## config.mk

```make
export PLATFORM = sky130hd
export DESIGN_NAME = ex_mem_skid_reg_flat
export DESIGN_NICKNAME = d
export VERILOG_FILES = /design/src/rtl/ex_mem_skid_reg_if.sv /design/src/rtl/ex_mem_skid_reg.sv /design/src/flat_wrapper.sv
export SDC_FILE = /design/constraint.sdc
export NUM_CORES = 1
export LEC_CHECK = 0
export BUFFER_PORTS_ARGS = -buffer_cell sky130_fd_sc_hd__buf_2
export CORE_MARGIN = 2
export CORE_UTILIZATION = 40
export DETAILED_ROUTE_END_ITERATION = 10
export GPL_TIMING_DRIVEN = 0
export PLACE_DENSITY = 0.64
export SETUP_SLACK_MARGIN = 0.3
export SLEW_MARGIN = 15
export SYNTH_ARGS = -nofsm -noshare
export SYNTH_HDL_FRONTEND = slang
export SYNTH_SLANG_ARGS = --single-unit
```

## constraint.sdc

```tcl
create_clock -name clk -period 4.8 [get_ports clk]
set_clock_uncertainty 0.1 [all_clocks]
set_input_delay 0.72 -clock clk [delete_from_list [all_inputs] [get_ports clk]]
set_output_delay 0.72 -clock clk [all_outputs]
set_load 0.01 [all_outputs]
```

## src/rtl/ex_mem_skid_reg_if.sv

```systemverilog
// Handshake and data bundle between the EX stage, the EX/MEM skid register and the MEM stage.
// The slave modport is the register's view; the master modport is the view of whatever surrounds it.
interface ex_mem_skid_reg_if;
    logic        in_valid;
    logic        in_ready;
    logic [15:0] in_result;
    logic        in_lt;
    logic        in_slt;
    logic [15:0] in_store_data;
    logic [3:0]  in_rd;
    logic [2:0]  in_ctrl;
    logic        flush;
    logic        out_valid;
    logic        out_ready;
    logic [15:0] out_result;
    logic [15:0] out_store_data;
    logic [3:0]  out_rd;
    logic [2:0]  out_ctrl;
    logic [7:0]  stall_cnt;

    modport slave (
        input  in_valid, in_result, in_lt, in_slt, in_store_data, in_rd, in_ctrl,
        input  flush, out_ready,
        output in_ready, out_valid, out_result, out_store_data, out_rd, out_ctrl, stall_cnt
    );

    modport master (
        output in_valid, in_result, in_lt, in_slt, in_store_data, in_rd, in_ctrl,
        output flush, out_ready,
        input  in_ready, out_valid, out_result, out_store_data, out_rd, out_ctrl, stall_cnt
    );
endinterface

```

## src/rtl/ex_mem_skid_reg.sv

```systemverilog
// EX/MEM pipeline register with a one-entry skid buffer, so that in_ready is driven from flops only.
// Also counts cycles the MEM stage spends backpressuring a valid entry.
module ex_mem_skid_reg (
    input logic              clk,
    input logic              reset,
    ex_mem_skid_reg_if.slave bus
);
    typedef struct packed {
        logic [15:0] result;
        logic [15:0] storeData;
        logic [3:0]  rd;
        logic [2:0]  ctrl;
    } entry_t;

    entry_t     main_q, main_d, skid_q, skid_d, incoming;
    logic       mainValid_q, mainValid_d;
    logic       skidValid_q, skidValid_d;
    logic [7:0] stallCnt_q, stallCnt_d;
    logic       inReady, accept, transfer;

    // SLT results collapse to the comparator bit before they are stored.
    always_comb begin
        incoming.result    = bus.in_slt ? {15'b0, bus.in_lt} : bus.in_result;
        incoming.storeData = bus.in_store_data;
        incoming.rd        = bus.in_rd;
        incoming.ctrl      = bus.in_ctrl;
    end

    assign inReady  = ~skidValid_q;
    assign accept   = bus.in_valid & inReady;
    assign transfer = mainValid_q & bus.out_ready;

    always_comb begin
        main_d      = main_q;
        skid_d      = skid_q;
        mainValid_d = mainValid_q;
        skidValid_d = skidValid_q;
        stallCnt_d  = stallCnt_q;

        if (mainValid_q && !bus.out_ready && stallCnt_q != 8'hFF) begin
            stallCnt_d = stallCnt_q + 8'd1;
        end

        if (bus.flush) begin
            mainValid_d = 1'b0;
            skidValid_d = 1'b0;
        end else if (!mainValid_q) begin
            if (accept) begin
                main_d      = incoming;
                mainValid_d = 1'b1;
            end
        end else if (transfer) begin
            // A full skid means in_ready was low, so nothing new can arrive this cycle.
            if (skidValid_q) begin
                main_d      = skid_q;
                skidValid_d = 1'b0;
            end else if (accept) begin
                main_d = incoming;
            end else begin
                mainValid_d = 1'b0;
            end
        end else if (accept) begin
            skid_d      = incoming;
            skidValid_d = 1'b1;
        end
    end

    always_ff @(posedge clk) begin
        if (reset) begin
            main_q      <= '0;
            skid_q      <= '0;
            mainValid_q <= 1'b0;
            skidValid_q <= 1'b0;
            stallCnt_q  <= 8'd0;
        end else begin
            main_q      <= main_d;
            skid_q      <= skid_d;
            mainValid_q <= mainValid_d;
            skidValid_q <= skidValid_d;
            stallCnt_q  <= stallCnt_d;
        end
    end

    assign bus.in_ready       = inReady;
    assign bus.out_valid      = mainValid_q;
    assign bus.out_result     = main_q.result;
    assign bus.out_store_data = main_q.storeData;
    assign bus.out_rd         = main_q.rd;
    assign bus.out_ctrl       = main_q.ctrl;
    assign bus.stall_cnt      = stallCnt_q;
endmodule

```

## src/flat_wrapper.sv

```systemverilog
// flat-port wrapper written by rule: the top's interface ports become plain ports
module ex_mem_skid_reg_flat 
  (clk, reset, bus_in_valid, bus_in_result, bus_in_lt, bus_in_slt, bus_in_store_data, bus_in_rd, bus_in_ctrl, bus_flush, bus_out_ready, bus_in_ready, bus_out_valid, bus_out_result, bus_out_store_data, bus_out_rd, bus_out_ctrl, bus_stall_cnt);
  ex_mem_skid_reg_if bus_i ();
  input logic clk;
  input logic reset;
  input wire logic [$bits(bus_i.in_valid)-1:0] bus_in_valid;
  input wire logic [$bits(bus_i.in_result)-1:0] bus_in_result;
  input wire logic [$bits(bus_i.in_lt)-1:0] bus_in_lt;
  input wire logic [$bits(bus_i.in_slt)-1:0] bus_in_slt;
  input wire logic [$bits(bus_i.in_store_data)-1:0] bus_in_store_data;
  input wire logic [$bits(bus_i.in_rd)-1:0] bus_in_rd;
  input wire logic [$bits(bus_i.in_ctrl)-1:0] bus_in_ctrl;
  input wire logic [$bits(bus_i.flush)-1:0] bus_flush;
  input wire logic [$bits(bus_i.out_ready)-1:0] bus_out_ready;
  output wire logic [$bits(bus_i.in_ready)-1:0] bus_in_ready;
  output wire logic [$bits(bus_i.out_valid)-1:0] bus_out_valid;
  output wire logic [$bits(bus_i.out_result)-1:0] bus_out_result;
  output wire logic [$bits(bus_i.out_store_data)-1:0] bus_out_store_data;
  output wire logic [$bits(bus_i.out_rd)-1:0] bus_out_rd;
  output wire logic [$bits(bus_i.out_ctrl)-1:0] bus_out_ctrl;
  output wire logic [$bits(bus_i.stall_cnt)-1:0] bus_stall_cnt;
  assign bus_i.in_valid = bus_in_valid;
  assign bus_i.in_result = bus_in_result;
  assign bus_i.in_lt = bus_in_lt;
  assign bus_i.in_slt = bus_in_slt;
  assign bus_i.in_store_data = bus_in_store_data;
  assign bus_i.in_rd = bus_in_rd;
  assign bus_i.in_ctrl = bus_in_ctrl;
  assign bus_i.flush = bus_flush;
  assign bus_i.out_ready = bus_out_ready;
  assign bus_in_ready = bus_i.in_ready;
  assign bus_out_valid = bus_i.out_valid;
  assign bus_out_result = bus_i.out_result;
  assign bus_out_store_data = bus_i.out_store_data;
  assign bus_out_rd = bus_i.out_rd;
  assign bus_out_ctrl = bus_i.out_ctrl;
  assign bus_stall_cnt = bus_i.stall_cnt;
  ex_mem_skid_reg u_core (.clk(clk), .reset(reset), .bus(bus_i));
endmodule
```

-- After elaboration in Yosys (flattened, before gate mapping)
Index checks and enable logic that the tools add are counted.
- div/mod/pow operators: 0
- $mul: 0
- eq/ne operators: 2
- bitwise logic cells: 5
- multiplexer cells: 11
- $lt $le $gt $ge: 0
- reduce and logical (&&, ||, !) cells: 8
- shifts and indexed selects: 0
- $add $sub $neg: 1
- operator list (cell ; count):
    39-bit two-way mux ; 4
    16-bit two-way mux ; 1
    8-bit by 1-bit adder with 8-bit output (second input constant) ; 1
    8-bit != test (second input constant) ; 1
    1-bit two-way mux ; 6
    2-bit AND reduction ; 2
    4-bit AND reduction ; 1
    1-bit NOT ; 3
    1-bit AND ; 2
    1-bit logical AND ; 2
    2-bit != test (second input constant) ; 1
    2-bit nonzero test ; 1
    2-bit OR reduction ; 1
    1-bit zero test ; 1
- bits in latches: 0
- word-level logic and storage cells: 38
- output and inout bits: 49
- memories kept: 0
- memory bits (read-only): 0
- register bits after elaboration: 88
- RAM bits: 0

-- Longest topological paths before layout
Gate-level depths: netlist of run 1.
- word-level depth: 6
- gate-level depth with buffers: 8
- mapped depth without buffers: 5

-- Worst setup path before layout of run 1
OpenSTA, ideal clock, no wires.
- kind: in2reg
- start: input bus_in_valid
- end: register u_core.skid_q[33] in the netlist's numbering
- stages on the path: 7
- path buffers: 3
- path slack: 2860 ps
- arrival: 1770 ps
- cells stage by stage: buf_4 -> nor2b_1 -> buf_2 -> nand3b_4 -> buf_2 -> or3_1 -> a21oi_1
- word-level cells in the longest chain between the ends: 2
- RTL lines (element ; line ; RTL):
    start, declared ; flat_wrapper.sv:7 ; input wire logic [$bits(bus_i.in_valid)-1:0] bus_in_valid;
    1-bit AND ; ex_mem_skid_reg.sv:30 ; assign accept = bus.in_valid & inReady;
    4-bit AND reduction (no source line) ; - ;
    end signal, assigned ; ex_mem_skid_reg.sv:77 ; skid_q <= skid_d;
    end, declared ; ex_mem_skid_reg.sv:15 ; entry_t main_q, main_d, skid_q, skid_d, incoming;
Every way passes these cells.
A chain may end at the register's enable or synchronous reset.

-- Final worst setup path of run 1
- start: register u_core.skidValid_q
- end: output bus_in_ready
- word-level cells in the longest chain between the ends: 1
- RTL lines (element ; line ; RTL):
    start, declared ; ex_mem_skid_reg.sv:17 ; logic skidValid_q, skidValid_d;
    start signal, assigned ; ex_mem_skid_reg.sv:79 ; skidValid_q <= skidValid_d;
    1-bit NOT ; ex_mem_skid_reg.sv:29 ; assign inReady = ~skidValid_q;
    end, declared ; flat_wrapper.sv:16 ; output wire logic [$bits(bus_i.in_ready)-1:0] bus_in_ready;
Every way passes these cells.

==> out/qor.yml, run 1 <==
status:
  status: "finished clean"
synthesis:
  synth_ff_type: "dfxtp_1"
  yosysWarningCount: 0
  synthesis.area_um2: 3980
  synth_top_area_cell: "dfxtp_1"
  ys_top_cells_by_count: "dfxtp_1 (88), nor2_1 (68), nand2_1 (65), a21oi_1 (60), inv_1 (41)"
  synth_edf_count: 0
  post_synth_num_cell_types: 37
  synthTopCellsByArea: "dfxtp_1 (44%), a21oi_1 (7.6%), nor2_1 (6.4%)"
  synth_cells: 511
  async_flop_share: 0
  synth_top_area_share: 0.443
  ys_ff_latch: 88
  syn_avg_cell_area_um2: 7.78
  synth-seq-area-share: 0.443
  synth_most_common_cell: "dfxtp_1"
  syn-num-nets: 558
die:
  fp.dieH_um: 104
  core_area_um2: 9730
  rows: 36
  io_pins: 95
  dieArea_um2: 10800
  die_width_um: 104
  start_util: 0.409
worst_setup_path:
  arrival_ns: 1.77
  path_common_cell: "buf_2"
  crit_path_end: "bus_in_ready"
  rrSetupSlack_ns: 2.95
  worstRegToRegCells: 7
  cp_slowest_cell: "buf_1"
  worstSetupPathType: "reg2out"
  path_cells: "buf_2, buf_1, inv_1, buf_2"
  cpPeakStageDelay_ns: 0.44
  critPathLaunchType: "register"
  worst-path-max-fanout: 10
  crit_path_end_kind: "output pin"
  r2r_end: "u_core.bus.out_result[9]"
  rr_startpoint: "u_core.bus.out_valid"
  startpoint: "u_core.skidValid_q"
  cp.required_ns: 3.98
timing:
  timing.slew.headroom: 0.595
  slew_viol_final: 0
  setup_viol: 0
  min_period_ns: 2.59
  tightest_slew_ns: 0.608
  max_clock_freq_ghz: 0.386
  fin_crit_sh: 0.540
  rsz0062_at_grt: "false"
  hold_viol: 0
  fin_tns_setup_ns: 0
route:
  drt-met1-wl_mm: 5.04
  routed_wl_mm: 11.0
  routed-wl-met3_um: 671
  wl_per_cell_um: 14.6
  dr.first_iter.drc_count: 273
  first_pass_iters: 5
  wl_met2_mm: 5.09
  drc: 0
  top_layer_used: "met4"
  num_vias: 3910
  vias_per_cell: 5.20
  ant_nets: 0
clock_tree:
  htreeDepth: 3
  hold_buffers: 0
  postCtsSetupBuffers: 0
  tritoncts: "built"
  clk_latency_ns: 0.36
  path_clk_slew_ns: 0.09
  cts_made_buffers: 9
  cts.sinks: 88
  post_cts_resized: 0
  cts_buffer_depth: 2
  cts-root-buf: "clkbuf_8"
pwr:
  irDropWorstVdd_mv: 0.181
  power_switching_uw: 397
  switching_share: 0.259
  leakagePower_nw: 1.91
  power_frac_comb: 0.122
  seqPwrFrac: 0.501
  internal_power_mw: 1.14
  powerDensity_nw_per_um2: 318
  clkPwrFrac: 0.376
final_layout:
  drive_gt1_frac: 0.225
  synthToLayoutAreaGrowth_pct: 21.3
  layout.nets: 661
  fillCellCount: 1006
  antenna_cells: 0
  final_cell_count_no_fill: 752
grt:
  antenna_found_initial: 0
  grt_usage: 0.203
  grt_pass1_vias: 3596
  grt.overflow.total: 0
  grt_max_degree: 15
  grt_pass1_wl_mm: 17.6
placed_design:
  port_buffers: 92
  dp_cells: 736
  dp_hpwl_mm: 7.83
  place_congestion: 0.817
min_path:
  min_path_type: "reg2reg"
run:
  maxCapViolations: 0
==> routing by layer <==
| layer | global-route usage | vias to the layer above |
|---|---|---|
| met4 | 0.0772 | 0 |
| met2 | 0.323 | 131 |
| met1 | 0.272 | 1813 |
| li1 | - | 1950 |
| met3 | 0.0428 | 16 |
| met5 | 0 | - |
==> placed cells by master, fill, tap and decap left out, drive strengths merged, types with 19 or more instances in the layout <==
master	instances
buf	114
dfxtp	88
nor2	68
nand2	65
a21oi	60
inv	41
clkbuf	36
a32oi	24
o22ai	23
nor3	19
==> flip-flops by register name, indices dropped and copies added (netlist names) <==
register,cells
u_core.skid_q,39
u_core.bus.out_valid,1
u_core.skidValid_q,1
u_core.bus.out_ctrl,3
u_core.bus.out_result,16
u_core.bus.stall_cnt,8
u_core.bus.out_rd,4
u_core.bus.out_store_data,16
==> worst min-delay path by stage <==
stage	start	endpoint	slack, ns	depth (start not counted)
3_3_place_gp	u_core.skid_q[25]	u_core.skid_q[25]	0.34	2
4_1_cts	u_core.skid_q[35]	u_core.skid_q[35]	0.35	2
3_5_place_dp	u_core.skid_q[35]	u_core.skid_q[35]	0.34	2
6_report	u_core.skid_q[30]	u_core.skid_q[30]	0.35	2
2_1_floorplan	u_core.skid_q[24]	u_core.skid_q[24]	0.33	2
5_1_grt	u_core.skid_q[8]	u_core.skid_q[8]	0.37	2
==> kinds of logic (layout without fill, tap and decap cells) <==
group | count (synthesis) | in the layout | share of synthesized area
AND/OR/NAND/NOR | 197 | 197 | 0.245
XOR/XNOR | 1 | 1 | 0.00220
flip-flops | 88 | 88 | 0.443
multiplexers | 3 | 3 | 0.00755
AO/OA/AOI/OAI | 133 | 133 | 0.203
buffers and inverters | 88 | 196 | 0.0960
adder cells (fa/ha/maj) | 1 | 1 | 0.00315
==> metrics by stage <==
step                area (µm²)  utilization  hold WS, ns  setup slack, ns  power, mW
detailed placement        4600        0.473        0.342             2.52      0.972
global placement          4600        0.473        0.336             2.50      0.969
finish                    4820        0.496        0.354             2.21       1.53
global route              4820        0.496        0.371             2.10       1.59
CTS                       4820        0.496        0.354             2.23       1.54
floorplan                 3980            -        0.331             2.86      0.895
==> worst max-delay path, delay by kind of cell (launching register included) <==
| family | cells | cell delay (ns) |
|---|---|---|
| buffers and inverters | 4 | 1.03 |
| DFF | 1 | 0.38 |
==> cell type report <==
class / count / area, µm² / area share
tap: 133 / 166 / 0.0345
timing repair buffer: 92 / 460 / 0.0955
clock inverter: 5 / 80.1 / 0.0166
multi-input combinational: 335 / 1830 / 0.380
sequential: 88 / 1760 / 0.365
clock buffer: 11 / 141 / 0.0293
buffer: 47 / 228 / 0.0472
inverter: 41 / 154 / 0.0319
==> power by group through the flow <==
stage / clock [mW] / combinational (mW) / sequential (mW)
floorplan: 0 / 0.0997 / 0.796
global placement: 0 / 0.185 / 0.785
detailed placement: 0 / 0.186 / 0.786
CTS: 0.584 / 0.188 / 0.769
global route: 0.616 / 0.206 / 0.772
finish: 0.577 / 0.187 / 0.768
Note: power is estimated with default switching activity, not from simulation.
==> run 2, diff against run 1 <==
- clock period: 4.8 -> 2.4 ns (I/O delays scaled with it)
==> out/qor.yml, run 2 (synthesis results as in run 1) <==
die:
  core_area_um2: 9730  # unchanged
  fp.dieH_um: 104  # unchanged
  start_util: 0.409  # unchanged
  io_pins: 95  # unchanged
  die_width_um: 104  # unchanged
  dieArea_um2: 10800  # unchanged
  rows: 36  # unchanged
pwr:
  seqPwrFrac: 0.502  # was 0.501
  internal_power_mw: 2.27  # was 1.14 mW
  powerDensity_nw_per_um2: 635  # was 318 nW/µm²
  clkPwrFrac: 0.376  # about the same
  irDropWorstVdd_mv: 0.362  # was 0.181 mV
  power_switching_uw: 793  # was 397 µW
  leakagePower_nw: 1.92  # was 1.91 nW
  switching_share: 0.259  # about the same
  power_frac_comb: 0.122  # about the same
final_layout:
  final_common_cell: "buf_2"  # unchanged
  synthToLayoutAreaGrowth_pct: 21.4  # was 21.3%
  mostFrequentLayoutCells: "buf_2 (104), dfxtp_1 (88), nor2_1 (68)"  # was buf_2 (103), dfxtp_1 (88), nor2_1 (68)
  antenna_cells: 0  # unchanged
  drive_gt1_frac: 0.226  # was 0.225
  top_register: "u_core.skid_q"  # unchanged
  fillCellCount: 1007  # was 1006
  utilization: 0.496  # about the same
  layout.nets: 661  # unchanged
  largest_register_ffs: 39  # unchanged
  multi_input_area_um2: 1830  # unchanged
  ff_latch_area_um2: 1760  # unchanged
route:
  first_pass_iters: 5  # unchanged
  vias_per_cell: 5.23  # was 5.20
  routed_wl_mm: 11.0  # about the same
  dr.first_iter.drc_count: 273  # unchanged
  drc: 0  # unchanged
  num_vias: 3934  # was 3910
  wl_per_cell_um: 14.7  # was 14.6 µm
  ant_nets: 0  # unchanged
status:
  status: "finished clean"  # unchanged
worst_setup_path:
  crit_path_end_kind: "output pin"  # unchanged
  worst-path-max-fanout: 10  # unchanged
  cp.required_ns: 1.94  # was 3.98 ns
  critPathLaunchType: "register"  # unchanged
  worstSetupPathType: "reg2out"  # unchanged
  arrival_ns: 1.53  # was 1.77 ns
clock_tree:
  cts.sinks: 88  # unchanged
  hold_buffers: 0  # unchanged
  cts-root-buf: "clkbuf_8"  # unchanged
  postCtsSetupBuffers: 0  # unchanged
  clk_latency_ns: 0.36  # about the same
  htreeDepth: 3  # unchanged
  tritoncts: "built"  # unchanged
  post_cts_resized: 1  # was 0
  path_clk_slew_ns: 0.09  # about the same
  cts_buffer_depth: 2  # unchanged
  cts_made_buffers: 9  # unchanged
timing:
  slew_viol_final: 0  # unchanged
  min_period_ns: 1.99
  fin_tns_setup_ns: 0  # unchanged
  timing.slew.headroom: 0.595  # about the same
  setup_viol: 0  # unchanged
  fin_crit_sh: 0.829
  tightest_slew_ns: 0.608  # about the same
  max_clock_freq_ghz: 0.502
  rsz0062_at_grt: "false"  # unchanged
  worst_slack_ns: 0.410  # was 2.21 ns
  hold_ws_ns: 0.137  # was 0.354 ns
  hold_viol: 0  # unchanged
placed_design:
  port_buffers: 92  # unchanged
  place_ws_ns: 0.477  # was 2.52 ns
  place_congestion: 0.817  # unchanged
  dp_hpwl_mm: 7.83  # unchanged
run:
  maxCapViolations: 0  # unchanged
min_path:
  min_path_type: "in2reg"  # was reg2reg
grt:
  grt_max_degree: 15  # unchanged
  grt_pass1_vias: 3596  # unchanged
  grt_usage: 0.203  # unchanged
  antenna_found_initial: 0  # unchanged
  grt.overflow.total: 0  # unchanged
  grt_pass1_wl_mm: 17.6  # unchanged
==> run 2: cell count changes in the layout (fill, tap and decap cells not counted) <==
cell   previous run  this run
buf_1             3         2
buf_2           103       104
==> run 2: path summary, 6_finish.rpt <==
kind	start	end	slack, ns	cells after the start
worst max-delay path	u_core.skidValid_q	bus_in_ready	0.41	4
worst min register to register	u_core.skid_q[30]	u_core.skid_q[30]	0.35	2
worst min-delay path	bus_in_store_data[6]	u_core.skid_q[13]	0.14	3
worst max register to register	u_core.bus.out_valid	u_core.bus.out_result[9]	0.55	7
==> run 2: cell type report <==
type / count / share of cell area
repair buffers: 92 / 0.0954
plain buffers: 47 / 0.0475
clock buffers: 11 / 0.0293
multi-input cells: 335 / 0.380
inverters: 41 / 0.0319
well taps: 133 / 0.0345
flip-flops and latches: 88 / 0.365
clock inverters: 5 / 0.0166
==> run 2: critical path, stage by stage (launching register included) <==
cell and delay, ns:
dfxtp_1 0.38, buf_2 0.23, buf_2 0.28, inv_1 0.12
buf_2 0.15
==> run 2: metal layers <==
layer / part of all wire / routed length [µm] / track usage / up-vias
met4: 0.019 / 209 / 0.0772 / 0
li1: - / - / - / 1950
met2: 0.46 / 5110 / 0.323 / 130
met5: 0 / 0 / 0 / -
met3: 0.060 / 659 / 0.0428 / 16
met1: 0.46 / 5050 / 0.272 / 1838
==> run 2: power groups by stage <==
| stage | Sequential [mW] | Clock, mW | Combinational (mW) |
|---|---|---|---|
| 2_1_floorplan | 1.59 | 0 | 0.199 |
| 3_3_place_gp | 1.57 | 0 | 0.370 |
| 3_5_place_dp | 1.57 | 0 | 0.373 |
| 4_1_cts | 1.54 | 1.17 | 0.375 |
| 5_1_grt | 1.54 | 1.23 | 0.413 |
| 6_report | 1.54 | 1.15 | 0.375 |
==> run 2: stage by stage <==
step	area, µm²	instances	total power, mW
after CTS	4820	752	3.08
after global placement	4600	736	1.94
after detailed placement	4600	736	1.94
final	4820	752	3.06
after floorplan	3980	511	1.79
after global routing	4820	752	3.19
